## config.mk

```make
export PLATFORM = sky130hd
export DESIGN_NAME = sum_frame_accumulator
export DESIGN_NICKNAME = d
export VERILOG_FILES = /design/src/rtl/sum_frame_accumulator.sv
export SDC_FILE = /design/constraint.sdc
export NUM_CORES = 1
export LEC_CHECK = 0
export CAP_MARGIN = 20
export CORE_MARGIN = 5
export CORE_UTILIZATION = 40
export DETAILED_ROUTE_END_ITERATION = 8
export PLACE_DENSITY = 0.59
export SLEW_MARGIN = 20
export SYNTH_ARGS = -nofsm -noshare
export SYNTH_HDL_FRONTEND = slang
export SYNTH_SLANG_ARGS = --single-unit
```

## constraint.sdc

```tcl
create_clock -name clk -period 6.75 [get_ports clk]
set_clock_uncertainty 0.05 [all_clocks]
set_input_delay 1.0125 -clock clk [delete_from_list [all_inputs] [get_ports clk]]
set_output_delay 1.0125 -clock clk [all_outputs]
set_load 0.01 [all_outputs]
```

## src/rtl/sum_frame_accumulator.sv

```systemverilog
// Sums frames of consecutive adder results into a wide total and queues up to two
// finished totals in a first-word fall-through FIFO; totals that find it full are dropped.
module sum_frame_accumulator #(
    parameter int DATA_W = 32,
    parameter int ACC_W  = 40,
    parameter int LEN_W  = 8
) (
    input  logic              clk,
    input  logic              rst,
    input  logic              in_valid,
    input  logic [DATA_W-1:0] in_data,
    input  logic [LEN_W-1:0]  frame_len,
    output logic              out_valid,
    input  logic              out_ready,
    output logic [ACC_W-1:0]  out_sum,
    output logic [LEN_W-1:0]  out_len,
    output logic              out_ovf,
    output logic              busy,
    output logic              drop_err
);

    typedef enum logic {IDLE, ACCUM} state_t;

    state_t             state;
    logic [ACC_W-1:0]   acc;
    logic [LEN_W-1:0]   cnt;
    logic [LEN_W-1:0]   len_lat;
    logic               ovf;

    logic               push_v;
    logic [ACC_W-1:0]   push_sum;
    logic [LEN_W-1:0]   push_len;
    logic               push_ovf;

    logic [ACC_W-1:0]   in_ext;
    logic [ACC_W-1:0]   sum_next;
    logic               carry;
    logic [LEN_W-1:0]   eff_len;
    logic [LEN_W-1:0]   cnt_next;

    logic [ACC_W-1:0]   mem_sum [2];
    logic [LEN_W-1:0]   mem_len [2];
    logic               mem_ovf [2];
    logic               rd_ptr;
    logic               wr_ptr;
    logic [1:0]         count;
    logic               pop;
    logic               push_ok;

    always_comb begin
        in_ext             = ACC_W'(in_data);
        {carry, sum_next}  = {1'b0, acc} + {1'b0, in_ext};
        eff_len            = (frame_len == '0) ? LEN_W'(1) : frame_len;
        cnt_next           = cnt + LEN_W'(1);
        pop                = (count != 2'd0) && out_ready;
        push_ok            = push_v && ((count != 2'd2) || pop);
    end

    // Frame accumulation; a finished total goes through one register stage before the FIFO.
    always_ff @(posedge clk or posedge rst) begin
        if (rst) begin
            state    <= IDLE;
            acc      <= '0;
            cnt      <= '0;
            len_lat  <= '0;
            ovf      <= 1'b0;
            push_v   <= 1'b0;
            push_sum <= '0;
            push_len <= '0;
            push_ovf <= 1'b0;
        end else begin
            push_v <= 1'b0;
            case (state)
                IDLE: begin
                    if (in_valid) begin
                        len_lat <= eff_len;
                        ovf     <= 1'b0;
                        if (eff_len == LEN_W'(1)) begin
                            push_v   <= 1'b1;
                            push_sum <= in_ext;
                            push_len <= LEN_W'(1);
                            push_ovf <= 1'b0;
                            acc      <= '0;
                            cnt      <= '0;
                        end else begin
                            acc   <= in_ext;
                            cnt   <= LEN_W'(1);
                            state <= ACCUM;
                        end
                    end
                end
                ACCUM: begin
                    if (in_valid) begin
                        if (cnt_next == len_lat) begin
                            push_v   <= 1'b1;
                            push_sum <= sum_next;
                            push_len <= len_lat;
                            push_ovf <= ovf | carry;
                            acc      <= '0;
                            cnt      <= '0;
                            ovf      <= 1'b0;
                            state    <= IDLE;
                        end else begin
                            acc <= sum_next;
                            cnt <= cnt_next;
                            ovf <= ovf | carry;
                        end
                    end
                end
                default: state <= IDLE;
            endcase
        end
    end

    // Two-entry FIFO; a simultaneous pop frees the slot a push into a full FIFO needs.
    always_ff @(posedge clk or posedge rst) begin
        if (rst) begin
            for (int i = 0; i < 2; i++) begin
                mem_sum[i] <= '0;
                mem_len[i] <= '0;
                mem_ovf[i] <= 1'b0;
            end
            rd_ptr   <= 1'b0;
            wr_ptr   <= 1'b0;
            count    <= 2'd0;
            drop_err <= 1'b0;
        end else begin
            drop_err <= push_v && !push_ok;
            if (push_ok) begin
                mem_sum[wr_ptr] <= push_sum;
                mem_len[wr_ptr] <= push_len;
                mem_ovf[wr_ptr] <= push_ovf;
                wr_ptr          <= ~wr_ptr;
            end
            if (pop) begin
                rd_ptr <= ~rd_ptr;
            end
            case ({push_ok, pop})
                2'b10:   count <= count + 2'd1;
                2'b01:   count <= count - 2'd1;
                default: count <= count;
            endcase
        end
    end

    assign out_valid = (count != 2'd0);
    assign out_sum   = mem_sum[rd_ptr];
    assign out_len   = mem_len[rd_ptr];
    assign out_ovf   = mem_ovf[rd_ptr];
    assign busy      = (state == ACCUM);

endmodule

```

* After elaboration in Yosys (flattened, before gate mapping) *
Cells that the tools add are included.

word-level totals
  flip-flop bits (word level) = 211
  input port bits = 44
  output and inout bits = 52

cells by class
  $add $sub $neg = 4
  $lt $le $gt $ge = 3
  equality and inequality tests = 9
  multiplexer cells = 59
  bitwise operators = 6
  reductions and logical operators = 12

operators with widths
  operator             number
  $mux 40              11
  $pmux 40 s2          2
  $mux 8               12
  $bwmux 80            1
  $add 40x32->41       1
  $demux 40 s1         1
  $mux 32              1
  $pmux 8 s2           2
  $mux 1               20
  $bwmux 16            1
  $add 8x1->8 const B  1
  $demux 8 s1          1
  $eq 8x1->1 const B   1
  $eq 8x8->1           1
  $logic_not 8->1      1
  $ne 2x2->1 const B   4
  $pmux 1 s2           4
  $ge 2x2->1 const B   2
  $logic_and 1x1->1    4
  $not 1->2            2
  $pmux 2 s2           1
  $reduce_and 2->1     2
  $reduce_and 4->1     1
  $reduce_bool 2->1    2
  12 further kinds     14

* Longest topological paths before layout *
  word-level depth = 6
  gate-level depth with buffers = 12

* Worst setup path before layout *
OpenSTA, ideal clock, no wires.

  path type = input port to flip-flop
  start = input in_data[0]
  end = register push_sum[34]
  arrival time = 3.393 ns
  required time = 6.568 ns
  path slack = 3.175 ns
  stages on the path = 12
  cells stage by stage = ha_1 fa_1 a211oi_2 o21a_1 o211a_1 o21ai_1 o41a_1 a21o_1 buf_6 and3_4 xnor2_1 o21ai_1

between the ends
  longest elaborated chain between the ends = 4

RTL lines
  item                  line  source
  start, declared       11    input logic [DATA_W-1:0] in_data,
  $add 40x32->41        52    {carry, sum_next} = {1'b0, acc} + {1'b0, in_ext};
  $mux 40               94    if (cnt_next == len_lat) begin
  $mux 40               93    if (in_valid) begin
  $pmux 40 s2           73    case (state)
  end signal, assigned  80    push_sum <= in_ext;
  end signal, assigned  96    push_sum <= sum_next;
  end, declared         31    logic [ACC_W-1:0] push_sum;

No other way between the ends. The select of a mux whose other input is x is not followed.
A chain may end at the register's enable or synchronous reset.

* Worst setup path after layout *
  start = input in_data[0]
  end = register acc[34]

between the ends
  longest elaborated chain between the ends = 4

RTL lines
  item                  line  source
  $add 40x32->41        52
  $mux 40               94
  $mux 40               93
  $pmux 40 s2           73
  end signal, assigned  86    acc <= in_ext;
  end signal, assigned  104   acc <= sum_next;
  end, declared         25    logic [ACC_W-1:0] acc;

No other way between the ends. The select of a mux whose other input is x is not followed.

==> flow_metrics.py <==
metrics = {
    "synthesis": {
        "yosysMostFrequentCell": "dfrtp_1",
        "synth-main-ff-cell": "dfrtp_1",
        "synth.largest_area_cell": "dfrtp_1",
        "ys_types": 71,
        "synth_seq_cells": 211,
        "netlist_instances": 1047,
        "muxShareOfSynthArea": 0.168,
        "ys_top_cells_by_area": "dfrtp_1 (47%), mux2_2 (15%), ha_1 (3.8%), a21oi_1 (3.1%), nand2_1 (3.1%)",
        "synth_warnings": 0,
        "synth_top_family_by_area": "multiplexers",
        "syn_nets": 1126,
        "synth_area_sq_um": 11300,
        "avgSynthCellArea_sq_um": 10.8,
        "synthArstFlopShare": 1.00,
        "synth.yosys.seq_area_share": 0.468,
        "synthXorXnorAreaFrac": 0.0381,
        "synth-edff-count": 0,
        "synth_compound_area_frac": 0.151,
        "ys_top_cells_by_count": "dfrtp_1 (211), mux2_2 (155), nand2_1 (92)",
        "synthSimpleGateAreaFrac": 0.107,
        "synthAdderAreaFrac": 0.0395,
        "synth_top_area_share": 0.468,
    },
    "sta": {
        "fmaxAchievable_mhz": 259,
        "period_minus_slack_ps": 3870,
        "rsz0062_at_grt": "no",
        "setup_tns_ps": 0,
        "max_slew_margin": 0.378,
        "min_period_over_period": 0.573,
        "finalHoldViolations": 0,
        "whs_ps": 446,
        "slew_viol_final": 0,
        "worstMarginPinSlew_ps": 934,
        "finalSetupViolCount": 0,
    },
    "route": {
        "postRouteAntennaNets": 0,
        "vias": 8190,
        "first_pass_iters": 4,
        "drt-initial-drc-count": 604,
        "drc": 0,
        "vias_per_cell": 5.42,
        "routed_wl_mm": 27.7,
        "wl_per_cell_um": 18.3,
    },
    "setup_path": {
        "critPathRequiredTime_ps": 7160,
        "worst_setup_path_end_kind": "register",
        "startpoint_type": "primary input",
        "crit_start": "in_data[0]",
        "cp.arrival_ps": 4270,
        "r2r-start": "cnt[0]$_DFFE_PP0P_",
        "critPathKind": "in2reg",
        "critPathMaxFanout": 10,
    },
    "floorplanning": {
        "ios": 96,
        "die_y_um": 178,
        "coreArea_sq_um": 27800,
        "die_w_um": 178,
        "start_util": 0.406,
        "die-area_sq_um": 31600,
        "fp-row-count": 61,
    },
    "clocking": {
        "root_buffer": "clkbuf_16",
        "cts-resized-gates": 0,
        "cts_tree": "yes",
        "holdBufCountCts": 0,
        "clk_latency_ps": 520,
        "cts_setup_buffers": 0,
        "clk_path_buf_depth": 3,
        "clk_pin_slew_ps": 60,
        "clock_sinks": 211,
        "htree_levels": 1,
        "cts_buffers": 24,
    },
    "global_routing": {
        "overflow": 0,
        "grt_pass1_wl_mm": 45.5,
        "grt_pass1_vias": 8245,
        "antenna_found_initial": 1,
        "grtUsageTotal": 0.178,
        "grt_start_max_net_pins": 186,
    },
    "finish": {
        "layout.nets": 1197,
        "final_layout_size_suffix_gt1_frac": 0.204,
        "diodes": 0,
        "nFillCells": 2664,
        "regArea_sq_um": 5280,
        "finalNonFillerCells": 1512,
        "syn2layout_area_growth_pct": 18.9,
        "utilization": 0.483,
        "multi_input_area_sq_um": 5710,
    },
    "placed_design": {
        "dp.cells": 1469,
        "io_buffers": 95,
        "dp_hpwl_mm": 19.2,
        "routabilityCongestion": 0.883,
    },
    "worst_hold_path": {
        "min_path_type": "reg2reg",
        "hold_start": "acc[11]$_DFFE_PP0P_",
    },
    "run": {
        "drv_cap": 0,
    },
    "power": {
        "p_total_mw": 5.19,
        "leakagePower_nw": 6.28,
        "ir_drop_v": 0.000211,
        "p_per_area_nw_per_um2": 387,
    },
    "run_status": {
        "outcome": "completed",
    },
}
==> state kept, by name (all words and copies together), names as in the netlist, 8 cells and up <==
name	cells
push_len	8
acc	40
mem_sum	80
mem_len	16
push_sum	40
len_lat	8
cnt	8
==> stage by stage <==
stage	worst slack, ps	cell area [sq um]
after global placement	2370	12600
after global routing	2670	13400
after CTS	2910	13400
after floorplan	2950	11300
after detailed placement	2400	12600
final	2880	13400
==> logic make-up (layout without fill, tap and decap cells) <==
| logic type | count (synthesis) | count (layout) |
|---|---|---|
| buf+inv | 75 | 162 |
| simple gates | 247 | 247 |
| flops | 211 | 211 |
| mux | 170 | 170 |
| compound gates | 260 | 260 |
| fa+ha+maj | 35 | 35 |
| xor+xnor | 49 | 49 |
==> power by group <==
| part | leakage [nW] | switching, mW | internal, mW |
|---|---|---|---|
| Sequential | 2.80 | 0.248 | 1.55 |
| Combinational | 3.07 | 1.15 | 0.923 |
| Clock | 0.403 | 0.527 | 0.795 |
| Total | 6.28 | 1.92 | 3.27 |
==> worst max-delay path, stage by stage <==
cell             delay, ps
clkdlybuf4s50_1        440
ha_1                   260
fa_1                   450
a211oi_2               280
o21a_1                 230
o211a_1                180
o21ai_1                110
o41a_1                 480
a21o_1                 300
and3_4                 250
o21ai_1                110
a22o_1                 160
==> final timing paths <==
path,to,slack [ps],cells past startpoint
worst max register to register,push_sum[28]$_DFFE_PP0P_,3200,10
max in group asynchronous,acc[11]$_DFFE_PP0P_,4420,4
min in group asynchronous,mem_sum[35]$_DFFE_PP0P_,860,2
worst max-delay path,acc[34]$_DFFE_PP0P_,2880,12
worst min register to register,acc[11]$_DFFE_PP0P_,450,2
worst min-delay path,acc[11]$_DFFE_PP0P_,450,2
==> final cells by class <==
| cell class | instances | share of cell area |
|---|---|---|
| well taps | 378 | 0.0353 |
| clock buffers | 30 | 0.0510 |
| clock inverters | 12 | 0.00999 |
| repair buffers | 106 | 0.0795 |
| multi-input cells | 761 | 0.426 |
| inverters | 14 | 0.00420 |
| flip-flops and latches | 211 | 0.394 |
==> placed cells by master (no fill, tap or decap), types with 7 or more instances in the layout <==
master,synthesis,layout
nor2b_1,22,22
a21o_1,16,16
o21bai_1,8,8
inv_1,11,10
nand3_1,16,15
o21ai_1,35,35
and3_1,23,23
clkbuf_16,0,24
o21ai_0,41,41
xor2_1,16,16
clkdlybuf4s50_1,0,95
buf_4,1,9
nor2_1,47,45
mux2i_1,15,15
a21oi_1,69,69
nand2b_1,7,7
nor3_1,12,12
o21a_1,8,8
nand2_1,92,92
a22o_1,10,10
ha_1,34,34
dfrtp_1,211,210
a211oi_1,7,7
mux2_2,155,155
xnor2_1,33,33
a221o_1,17,17
==> routing by layer <==
layer / track usage / vias up / part of all wire
met5: 0 / - / 0
met3: 0.0224 / 31 / 0.042
met1: 0.273 / 4086 / 0.51
li1: - / 3930 / -
met4: 0.0374 / 0 / 0.014
met2: 0.270 / 143 / 0.44
(Power assumes the default switching activity.)
